<file path="src/rtl/router_pkt_tx.sv">
// Buffered packet source for the router input port: loads a full payload, then
// bursts header/payload/parity. Optional PKT_TX_PAR_INJECT_EN adds inj_par to force bad parity.
module router_pkt_tx #(
  parameter int GAP_CYC   = 2,
  parameter int ERR_CNT_W = 8
) (
  input  logic                 clk,
  input  logic                 rst,
`ifdef PKT_TX_PAR_INJECT_EN
  input  logic                 inj_par,
`endif
  input  logic                 req_valid,
  input  logic [1:0]           req_addr,
  input  logic [5:0]           req_len,
  output logic                 req_ready,
  input  logic                 pld_valid,
  input  logic [7:0]           pld_data,
  output logic                 pld_ready,
  input  logic                 busy,
  input  logic                 err,
  output logic [7:0]           data_out,
  output logic                 pkt_valid,
  output logic                 pkt_done,
  output logic                 req_err,
  output logic [ERR_CNT_W-1:0] err_cnt
);

  typedef enum logic [2:0] {IDLE, LOAD, HDR, PLD, PAR, GAP} state_t;

  localparam logic [3:0] GAP_LAST = 4'(GAP_CYC - 1);

  state_t               state_reg;
  logic [1:0]           addr_reg;
  logic [5:0]           len_reg;
  logic [7:0]           par_reg;
  logic [5:0]           wptr_reg;
  logic [5:0]           rptr_reg;
  logic [3:0]           gap_cnt_reg;
  logic                 err_seen_reg;
  logic                 inj_reg;
  logic [7:0]           data_out_reg;
  logic                 pkt_valid_reg;
  logic                 pkt_done_reg;
  logic                 req_err_reg;
  logic [ERR_CNT_W-1:0] err_cnt_reg;
  logic [7:0]           mem [0:63];

  logic       req_hs;
  logic       pld_hs;
  logic [7:0] hdr;
  logic [7:0] par_byte;

  assign req_ready = (state_reg == IDLE);
  assign pld_ready = (state_reg == LOAD);
  assign req_hs    = req_valid && req_ready;
  assign pld_hs    = pld_valid && pld_ready;
  assign hdr       = {len_reg, addr_reg};
  assign par_byte  = inj_reg ? ~par_reg : par_reg;

  assign data_out  = data_out_reg;
  assign pkt_valid = pkt_valid_reg;
  assign pkt_done  = pkt_done_reg;
  assign req_err   = req_err_reg;
  assign err_cnt   = err_cnt_reg;

  // Payload buffer: plain array, no reset, read through data_out_reg.
  always_ff @(posedge clk) begin
    if (pld_hs)
      mem[wptr_reg] <= pld_data;
  end

  always_ff @(posedge clk) begin
    if (!rst) begin
      state_reg     <= IDLE;
      addr_reg      <= '0;
      len_reg       <= '0;
      par_reg       <= '0;
      wptr_reg      <= '0;
      rptr_reg      <= '0;
      gap_cnt_reg   <= '0;
      err_seen_reg  <= 1'b0;
      inj_reg       <= 1'b0;
      data_out_reg  <= '0;
      pkt_valid_reg <= 1'b0;
      pkt_done_reg  <= 1'b0;
      req_err_reg   <= 1'b0;
      err_cnt_reg   <= '0;
    end else begin
      req_err_reg  <= 1'b0;
      pkt_done_reg <= 1'b0;
      case (state_reg)
        IDLE: begin
          if (req_hs) begin
            if (req_addr == 2'd3 || req_len == 6'd0) begin
              req_err_reg <= 1'b1;
            end else begin
              addr_reg  <= req_addr;
              len_reg   <= req_len;
              par_reg   <= {req_len, req_addr};
              wptr_reg  <= '0;
`ifdef PKT_TX_PAR_INJECT_EN
              inj_reg   <= inj_par;
`else
              inj_reg   <= 1'b0;
`endif
              state_reg <= LOAD;
            end
          end
        end
        LOAD: begin
          if (pld_hs) begin
            par_reg  <= par_reg ^ pld_data;
            wptr_reg <= wptr_reg + 6'd1;
            if (wptr_reg == len_reg - 6'd1) begin
              data_out_reg  <= hdr;
              pkt_valid_reg <= 1'b1;
              state_reg     <= HDR;
            end
          end
        end
        HDR: begin
          if (!busy) begin
            rptr_reg     <= '0;
            data_out_reg <= mem[0];
            state_reg    <= PLD;
          end
        end
        PLD: begin
          if (!busy) begin
            if (rptr_reg == len_reg - 6'd1) begin
              data_out_reg  <= par_byte;
              pkt_valid_reg <= 1'b0;
              state_reg     <= PAR;
            end else begin
              rptr_reg     <= rptr_reg + 6'd1;
              data_out_reg <= mem[rptr_reg + 6'd1];
            end
          end
        end
        PAR: begin
          if (!busy) begin
            data_out_reg <= '0;
            gap_cnt_reg  <= '0;
            err_seen_reg <= 1'b0;
            pkt_done_reg <= (GAP_LAST == 4'd0);
            state_reg    <= GAP;
          end
        end
        GAP: begin
          // err is accumulated across the whole gap and counted once per packet.
          if (gap_cnt_reg == GAP_LAST) begin
            if ((err_seen_reg || err) && !(&err_cnt_reg))
              err_cnt_reg <= err_cnt_reg + 1'b1;
            state_reg <= IDLE;
          end else begin
            err_seen_reg <= err_seen_reg | err;
            gap_cnt_reg  <= gap_cnt_reg + 4'd1;
            pkt_done_reg <= (gap_cnt_reg + 4'd1 == GAP_LAST);
          end
        end
        default: state_reg <= IDLE;
      endcase
    end
  end

endmodule

</file>
<file path="config.mk">
export PLATFORM = sky130hd
export DESIGN_NAME = router_pkt_tx
export DESIGN_NICKNAME = d
export VERILOG_FILES = /design/src/rtl/router_pkt_tx.sv
export SDC_FILE = /design/constraint.sdc
export NUM_CORES = 1
export LEC_CHECK = 0
export ABC_AREA = 1
export BUFFER_PORTS_ARGS = -buffer_cell sky130_fd_sc_hd__buf_4
export CORE_UTILIZATION = 30
export CTS_CLUSTER_DIAMETER = 120
export DETAILED_ROUTE_END_ITERATION = 12
export PLACE_DENSITY = 0.48
export SETUP_SLACK_MARGIN = 0.05
export SYNTH_ARGS = -nofsm -noshare
export SYNTH_HDL_FRONTEND = slang
export SYNTH_SLANG_ARGS = --single-unit
</file>
<file path="constraint.sdc">
create_clock -name clk -period 5.2 [get_ports clk]
set_input_delay 0 -clock clk [delete_from_list [all_inputs] [get_ports clk]]
set_output_delay 0 -clock clk [all_outputs]
set_load 0.1 [all_outputs]
</file>
==> out/qor.csv, run 1 <==
metric;value;unit
status;completed;
endpoints failing hold;0;
fraction of layout cells with a size suffix above 1;8.39;%
Pint;8.26;mW
Max Cap Viol;0;
Comb pwr share;21.1;%
die width;284;um
Mapped Nets;2240;
H-tree depth;2;
Synth Area in XOR/XNOR;0.727;%
Avg Cell Area, Syn;10.8;um^2
Iter 0 DRT Violations;1654;
ys flop type;edfxtp_1;
TritonRoute pass-1 iters;7;
Async S/R FF share, synth;0;%
Synth cell types;41;
CTS clk-pin slew, worst paths;60;ps
crit path DAT;3930;ps
clk sinks;567;
fmax;0.295;GHz
Final WS setup;1810;ps
Routed Antenna Nets;0;
Seq/Total Area, Yosys;68.9;%
Skew-Pair Late Insertion Delay;660;ps
crit-path max cell delay;760;ps
CTS Buffer Depth;3;
initial core utilization;30.3;%
hold bufs inserted after CTS;25;
Largest register FFs;512;
CP Launch Point;rptr_reg[0]$_SDFFE_PN0P_;
Most common cell on crit path;nand3_1;
core area;0.0789;mm^2
Post-Synthesis Cell Area;0.0239;mm^2
first-pass GRT wire length;108;mm
CP top delay family;buffers and inverters;
fin. max-slew vios;0;
Worst Path Required;5740;ps
unrepaired setup endpoints after global routing;false;
CP max FO;75;
switching part of the total power;32.1;%
Clock power frac;35.9;%
CP Capture Type;flip-flop;
nets@finish;2276;
CP bufs+invs;3;
commonest cells in the synthesized netlist;nand2_1, nand3_1, edfxtp_1, nor2_1, buf_2;
maximum vdd drop;0.000269;V
Post-CTS Setup Bufs;0;
Synth Area in Adders;0.366;%
cts repair resizes;0;
GRT Total Usage;17.7;%
Post-DP HPWL;43.3;mm
Area after DPL;0.0252;mm^2
largest family of logic cells by synthesized area;simple AND/OR/NAND/NOR gates;
port bufs;42;
via count;16800;
post-synthesis compound-gate area fraction;1.99;%
top cell type's share of synthesized area;64.3;%
HP Start;pld_data[7];
Site Rows;103;
Net Switching;3.91;mW
final cell count without fillers;3350;
DR DRC count;0;
Post-synth EDFFs;512;
initial antenna violation count;1;
IO Count;43;
Fill cells;7934;
Hold WC Path Type;input pin to flip-flop;
Sum Neg Setup Slack;0;ps
clock root buffer master;clkbuf_16;
GP Congestion;0.864;
PwrDens;443;mW/mm^2
Yosys Warn Count;0;
vias in the first global route;16500;
Setup WS pre-CTS;1860;ps
area leader, netlist;edfxtp_1;
skew final;29.8;ps
Seq pwr share;43.0;%
largest cells by area after synthesis;edfxtp_1, nand3_1, nand2_1;
post-placement cell count;3209;
Num CTS Buffers;61;
mux share of post-synthesis cell area;0;%
wire per inst;21.4;um
CP startpoint kind;flip-flop;
critical-path cell list;ha_4 -> inv_4 -> buf_4 -> nand3_1 -> nand3_1 -> nand3_1 -> nand3_1 -> nand3_1 -> nand3_1 -> nand3_1 -> nand2_1 -> inv_1;
Slew @ Worst Pin;1150;ps
Biggest register;mem;
die height;284;um
GRT Residual Overflow;0;
final setup vio count;0;
crit path time final;3390;ps
Simple-Gate Fraction of Synth Area;24.3;%
CTS tree;built;
vias per inst;5.01;
P&R area growth vs syn;14.9;%
reg-to-reg critical path startpoint;rptr_reg[0]$_SDFFE_PN0P_;
final instance area;0.0275;mm^2
leakage power;9.65;nW
Tcrit/Tclk final;65.1;%
Total Wirelength;71.6;mm
Slowest-stage cell, CP;dfxtp_4;
Slew HR;23.2;%
Seq cells post-synth;567;
WS Path Type;flip-flop to flip-flop;
most frequent cell after synthesis;nand2_1;
largest net degree at the start of global routing;152;
Gate Count Post-Synth;2211;
total die area;0.0808;mm^2
stage by stage:
stage                     total power, mW  util, %  hold WS (ps)
after floorplan                      7.02        -          98.9
after global placement               7.88     32.0           269
after detailed placement             7.87     32.0           277
after CTS                            12.3     34.8          16.9
after global routing                 12.7     34.8          47.3
final                                12.2     34.8          25.9
cell usage in the layout (no fill, tap or decap), types with 7 or more instances in the layout:
cell type	n
dlygate4sd3_1	25
inv_1	72
nor2_1	122
clkinv_2	14
clkinv_1	15
clkbuf_16	62
clkbuf_1	15
nand4_1	13
edfxtp_1	512
o21ai_0	34
buf_4	66
bufinv_16	7
xor2_1	7
nand2_1	617
nand3_1	547
a21oi_1	46
inv_2	8
dfxtp_1	54
final cells by class:
| cell class | count | area, um^2 | share of cell area, % |
|---|---|---|---|
| antenna | 1 | 2.50 | 0.00911 |
| clock buffer | 77 | 1610 | 5.85 |
| clock inverter | 38 | 385 | 1.40 |
| inverter | 86 | 333 | 1.21 |
| multi-input combinational | 1438 | 6560 | 23.9 |
| sequential | 567 | 16500 | 60.0 |
| tap | 1050 | 1310 | 4.78 |
| timing repair buffer | 93 | 786 | 2.86 |
routing by layer:
layer	part of all wire [%]	routed length, um	up-vias	GRT usage (%)
met3	5.5	3940	99	2.50
met2	46	33300	530	28.3
met5	0	0	-	0
met4	2.1	1510	0	4.56
li1	-	-	7808	-
met1	46	32900	8334	25.1
power groups by stage:
stage	combinational [mW]	sequential [mW]	clock, mW
after floorplan	1.52	5.49	0
after global placement	2.55	5.33	0
after detailed placement	2.54	5.33	0
after CTS	2.57	5.24	4.46
after global routing	2.82	5.25	4.63
final	2.57	5.23	4.37
cells by family (layout without fill, tap and decap cells):
family,count (synthesis),after routing
fa+ha+maj,7,7
other cells,0,1
compound gates,91,91
xor+xnor,15,15
flops,567,567
simple gates,1325,1325
buf+inv,206,294
path summary, 6_finish.rpt:
path,endpoint,slack (ps),cells past startpoint
worst min-delay path,mem[23][7]$_DFFE_PP_,30,1
worst max register to register,data_out[2]$_SDFFE_PN0P_,1810,12
worst max-delay path,data_out[2]$_SDFFE_PN0P_,1810,12
worst min register to register,addr_reg[0]$_SDFFE_PN0P_,460,2
worst reg2reg max path, delay by kind of cell, from the launching register on:
kind / cells / cell delay, ps
adder cells (fa/ha/maj): 1 / 330
buffers and inverters: 3 / 1170
AND/OR/NAND/NOR: 8 / 1040
flip-flops: 1 / 760
Power figures use the tool's default switching activity.
==> inputs of run 2 (changes only) <==
Clock period 5.2 ns to 3.13 ns, I/O delays scaled along.
==> run 2 against run 1 <==
  * Design area increased by 1.7%
  * Clock power increased by 65%
  * Non-clock buffer count rose by 52
  * Sequential cell count stayed put
  * Total power grew 65%
  * Via count down 1.1%
  * Sequential power increased by 66%
  * Critical path type unchanged
  * Largest cell class unchanged
==> out/qor.csv, run 2 (synthesis results as in run 1) <==
metric;value;unit;change
status;completed;;
Sum Neg Setup Slack;0;ps;unchanged
clk sinks;567;;unchanged
CTS tree;built;;
die height;284;um;unchanged
Tcrit/Tclk final;82.4;%;+17 points
ANT cells;0;;-1
crit-path max cell delay;600;ps;-160 ps
Post-DP HPWL;40.9;mm;-5.5%
fin. max-slew vios;0;;unchanged
GP Congestion;0.876;;+1.4%
Skew-Pair Late Insertion Delay;610;ps;-50 ps
TritonRoute pass-1 iters;5;;-2
unrepaired setup endpoints after global routing;false;;
Overall Power;20.1;mW;+65%
first-pass GRT wire length;103;mm;-4.3%
clock root buffer master;clkbuf_16;;
vias in the first global route;16200;;-1.4%
Site Rows;103;;unchanged
Num CTS Buffers;66;;+8.2%
Total Wirelength;68.4;mm;-4.5%
flop-to-flop setup slack;550;ps;-1260 ps
endpoints failing hold;0;;unchanged
vias per inst;4.88;;-2.5%
Iter 0 DRT Violations;1465;;-11%
final setup vio count;0;;unchanged
largest net degree at the start of global routing;103;;-32%
Setup WS pre-CTS;554;ps;-1300 ps
total die area;0.0808;mm^2;unchanged
CTS Buffer Depth;3;;unchanged
Final WS setup;550;ps;-1260 ps
H-tree depth;3;;+1
nets@finish;2333;;+2.5%
leakage power;9.97;nW;+3.4%
CP max FO;64;;-15%
fraction of layout cells with a size suffix above 1;10.6;%;+2.2 points
Hold WC Path Type;input pin to flip-flop;;
P&R area growth vs syn;16.8;%;
Slew HR;33.7;%;+10 points
CTS clk-pin slew, worst paths;60;ps;about the same
Biggest register;mem;;
Slowest-stage cell, CP;buf_4;;
critical-path cell list;buf_4 -> nand2_1 -> nand2_1 -> nand3_1 -> nor2_1 -> nand2_1 -> nor2_2 -> nand2_1 -> nand2_1 -> nand3_2 -> o21ai_0 -> nor2_1;;
wire per inst;20.1;um;-5.9%
Worst Path Required;3610;ps;-2130 ps
grt peak-use layer;met2;;
Routed Antenna Nets;0;;unchanged
commonest non-fill, non-tap cell in the layout;nand2_1;;
IO Count;43;;unchanged
GR met2 Demand/Resource;26.8;%;-1.5 points
Hold Slack;24.2;ps;-1.72 ps
crit path time final;2580;ps;-806 ps
CP startpoint kind;flip-flop;;
core area;0.0789;mm^2;unchanged
GRT Residual Overflow;0;;unchanged
Most common cell on crit path;nand2_1;;
maximum vdd drop;0.000411;V;+53%
WS Path Type;flip-flop to flip-flop;;
Largest register FFs;512;;unchanged
skew final;36.8;ps;+7.01 ps
Slew @ Worst Pin;995;ps;-157 ps
most frequent cells in the layout;nand2_1, nand3_1, edfxtp_1;;
Max Cap Viol;0;;unchanged
DR DRC count;0;;unchanged
via count;16600;;-1.1%
port bufs;42;;unchanged
met1 track demand over resource;23.3;%;-1.7 points
GRT Total Usage;17.0;%;-0.70 points
fmax;0.388;GHz;+31%
GR Util met3;2.77;%;+0.27 points
initial core utilization;30.3;%;unchanged
crit path DAT;3060;ps;-870 ps
CP Capture Type;flip-flop;;
initial antenna violation count;0;;-1
PwrDens;720;mW/mm^2;+62%
die width;284;um;unchanged
run 2: cell types whose count changed in the layout (fill, tap and decap cells not counted):
cell        change
inv_6           +1
clkinv_1        -6
buf_4          +45
buf_12          +7
clkbuf_1        -1
clkinvlp_4      -2
bufinv_16       -5
clkbuf_16       +6
clkbuf_8        +1
clkinv_2        +2
diode_2         -1
clkinv_4        +2
inv_16          -1
run 2: layer usage:
metal  vias up  part of all wire (%)
met2       476                    46
met1      8076                    45
li1       7921                     -
met5         -                     0
met3       120                   5.8
met4         0                   3.2
run 2: final cells by class:
cell class / instances / area (um^2)
multi-input combinational: 1438 / 6560
sequential: 567 / 16500
fill: 7879 / 50900
inverter: 86 / 333
timing repair buffer: 145 / 1260
clock buffer: 83 / 1770
tap: 1050 / 1310
clock inverter: 29 / 214
run 2: worst paths after layout:
path,from,to,cells after the start
hold / removal,pld_data[4],mem[51][4]$_DFFE_PP_,1
setup / recovery,rptr_reg[0]$_SDFFE_PN0P_,state_reg[0]$_SDFFE_PN0P_,12
setup reg to reg,rptr_reg[0]$_SDFFE_PN0P_,state_reg[0]$_SDFFE_PN0P_,12
hold reg to reg,err_cnt[4]$_SDFFE_PN0P_,err_cnt[4]$_SDFFE_PN0P_,2
run 2: repair_timing:
item                      CTS  global route
resized for setup           0             0
buffers inserted            0             0
hold buffers               25             0
hold endpoints to repair   64             0
run 2: power by group:
group	total [mW]	internal [mW]	switching, mW	leakage (nW)
combinational	4.23	1.14	3.09	3.95
clock	7.20	4.16	3.04	0.976
sequential	8.68	8.44	0.235	5.05
run 2: through the flow:
stage / utilization [%] / cells / cell area (um^2)
after global routing: 35.4 / 3398 / 27900
after floorplan: - / 2211 / 23900
final: 35.4 / 3398 / 27900
after CTS: 35.4 / 3398 / 27900
after detailed placement: 32.6 / 3261 / 25700
after global placement: 32.6 / 3261 / 25700
run 2: worst max-delay path, delay by kind of cell, from the launching register on:
family	cells	cell delay [ps]
DFF	1	430
buffers and inverters	1	600
and+or+nand+nor	10	1260
AOI/OAI and AO/OA	1	180
==> inputs of run 3 (changes only) <==
Clock period 3.13 ns to 2.7 ns, I/O delays scaled along.
==> run 3 against run 2 <==
  * Largest power group unchanged
  * Maximum frequency rose by 9.2%
  * Sequential cell count did not move
  * Clock power rose by 26%
  * Register-to-register slack got worse by 210 ps
==> out/qor.csv, run 3 (synthesis results as in run 1) <==
metric;value;unit;change
Biggest register;mem;;
GRT Total Usage;17.1;%;+0.082 points
CP bufs+invs;5;;+4
Post-DP HPWL;42.4;mm;+3.8%
initial core utilization;30.3;%;unchanged
Comb pwr share;20.7;%;-0.3 points
fraction of layout cells with a size suffix above 1;11.5;%;+0.94 points
TritonRoute pass-1 iters;5;;unchanged
Clock power frac;37.8;%;+2.0 points
vias per inst;4.88;;about the same
P&R area growth vs syn;18.4;%;
Hold WC Path Type;input pin to flip-flop;;
initial antenna violation count;1;;+1
critical-path cell list;inv_6 -> buf_12 -> nand2_1 -> nand2_1 -> nand3_1 -> nor2_1 -> nand2_1 -> nor2_2 -> buf_4 -> nand4_1 -> nand2_1 -> inv_1 -> nand3_1 -> nand2_1 -> inv_1;;
fin. max-slew vios;0;;unchanged
GRT Residual Overflow;0;;unchanged
IO Count;43;;unchanged
clock root buffer master;clkbuf_16;;
Area after DPL;0.0258;mm^2;+0.52%
first-pass GRT wire length;105;mm;+1.1%
worst reg2reg endpoint;data_out[1]$_SDFFE_PN0P_;;
ANT cells;0;;unchanged
crit path DAT;2910;ps;-150 ps
Slew @ Worst Pin;905;ps;-90.5 ps
Total Wirelength;68.4;mm;about the same
Slew HR;39.7;%;+6.0 points
Slowest-stage cell, CP;dfxtp_4;;
nets@finish;2343;;+0.43%
Largest register FFs;512;;unchanged
Iter 0 DRT Violations;1510;;+3.1%
final setup vio count;0;;unchanged
CP startpoint kind;flip-flop;;
reg-to-reg critical path startpoint;rptr_reg[0]$_SDFFE_PN0P_;;
CP top delay family;simple AND/OR/NAND/NOR gates;;
Worst Path Required;3250;ps;-360 ps
CP max FO;49;;-23%
die width;284;um;unchanged
largest net degree at the start of global routing;148;;+44%
skew final;26.7;ps;-10.1 ps
crit path time final;2360;ps;-216 ps
total die area;0.0808;mm^2;unchanged
flop-to-flop setup slack;340;ps;-210 ps
maximum vdd drop;0.000459;V;+12%
Tcrit/Tclk final;87.5;%;+5.1 points
Net Switching;7.46;mW;+17%
vias in the first global route;16300;;+0.52%
Site Rows;103;;unchanged
fmax;0.423;GHz;+9.2%
Post-CTS Setup Bufs;0;;unchanged
wire per inst;20.0;um;-0.46%
crit-path max cell delay;390;ps;-210 ps
Most common cell on crit path;nand2_1;;
Skew-Pair Late Insertion Delay;610;ps;about the same
Layout Utilization;35.9;%;+0.49 points
PwrDens;851;mW/mm^2;+18%
Routed Antenna Nets;0;;unchanged
Seq pwr share;41.6;%;-1.6 points
Pint;16.6;mW;+21%
leakage power;10.1;nW;+1.6%
unrepaired setup endpoints after global routing;false;;
Reg2Reg Depth;15;;+3
final instance area;0.0283;mm^2;+1.4%
Sum Neg Setup Slack;0;ps;unchanged
WS Path Type;flip-flop to flip-flop;;
CTS clk-pin slew, worst paths;60;ps;about the same
clk sinks;567;;unchanged
switching part of the total power;31.0;%;-0.68 points
CP Capture Type;flip-flop;;
DR DRC count;0;;unchanged
Num CTS Buffers;66;;unchanged
HP Start;pld_data[3];;
Worst Hold Path EP;mem[33][3]$_DFFE_PP_;;
Max Cap Viol;0;;unchanged
Worst Hold Depth;1;;unchanged
status;completed;;
H-tree depth;3;;unchanged
via count;16700;;+0.43%
most frequent cells in the layout;nand2_1, nand3_1, edfxtp_1;;
CTS Buffer Depth;3;;unchanged
port bufs;42;;unchanged
GP Congestion;0.846;;-3.4%
Overall Power;24.1;mW;+20%
die height;284;um;unchanged
core area;0.0789;mm^2;unchanged
CTS tree;built;;
endpoints failing hold;0;;unchanged
commonest non-fill, non-tap cell in the layout;nand2_1;;
## run 3: worst max path at each step
stage | start | endpoint | slack, ps | cells past startpoint
2_1_floorplan | state_reg[0]$_SDFFE_PN0P_ | mem[12][0]$_DFFE_PP_ | -60 | 6
3_3_place_gp | len_reg[0]$_SDFFE_PN0P_ | data_out[1]$_SDFFE_PN0P_ | 130 | 16
3_5_place_dp | len_reg[0]$_SDFFE_PN0P_ | data_out[1]$_SDFFE_PN0P_ | 260 | 16
4_1_cts | len_reg[0]$_SDFFE_PN0P_ | data_out[1]$_SDFFE_PN0P_ | 240 | 16
5_1_grt | len_reg[0]$_SDFFE_PN0P_ | data_out[1]$_SDFFE_PN0P_ | 130 | 16
6_report | rptr_reg[0]$_SDFFE_PN0P_ | data_out[1]$_SDFFE_PN0P_ | 340 | 15
## run 3: per-stage QoR
stage	hold slack [ps]	std cells	worst slack, ps
2_1_floorplan	98.9	2211	-56.1
3_3_place_gp	285	3268	128
3_5_place_dp	293	3268	259
4_1_cts	73.4	3415	240
5_1_grt	96.4	3415	128
6_report	63.3	3415	337
## run 3: power by group through the flow
stage	Sequential, mW	Combinational [mW]	Clock, mW
2_1_floorplan	10.6	2.94	0
3_3_place_gp	10.2	4.93	0
3_5_place_dp	10.2	4.92	0
4_1_cts	10.0	5.01	9.29
5_1_grt	10.0	5.48	9.62
6_report	10.0	4.98	9.10
## run 3: cell type report
class / count / area (um^2)
sequential: 567 / 16500
timing repair buffer: 155 / 1400
tap: 1050 / 1310
clock inverter: 39 / 432
fill: 7822 / 50600
inverter: 86 / 333
clock buffer: 80 / 1770
multi-input combinational: 1438 / 6600
## run 3: repair_timing
action                     in CTS  in global routing
hold endpoints to repair      201                  0
setup endpoints to repair       0                  6
hold buffers                   28                  0
gates resized for setup         0                  2
## run 3: metal layers
metal	GRT usage [%]	share of wire (%)	routed length, um
met2	27.1	47	31900
met3	2.59	5.2	3590
met4	5.56	2.7	1830
met5	0	0	0
met1	23.8	45	31100
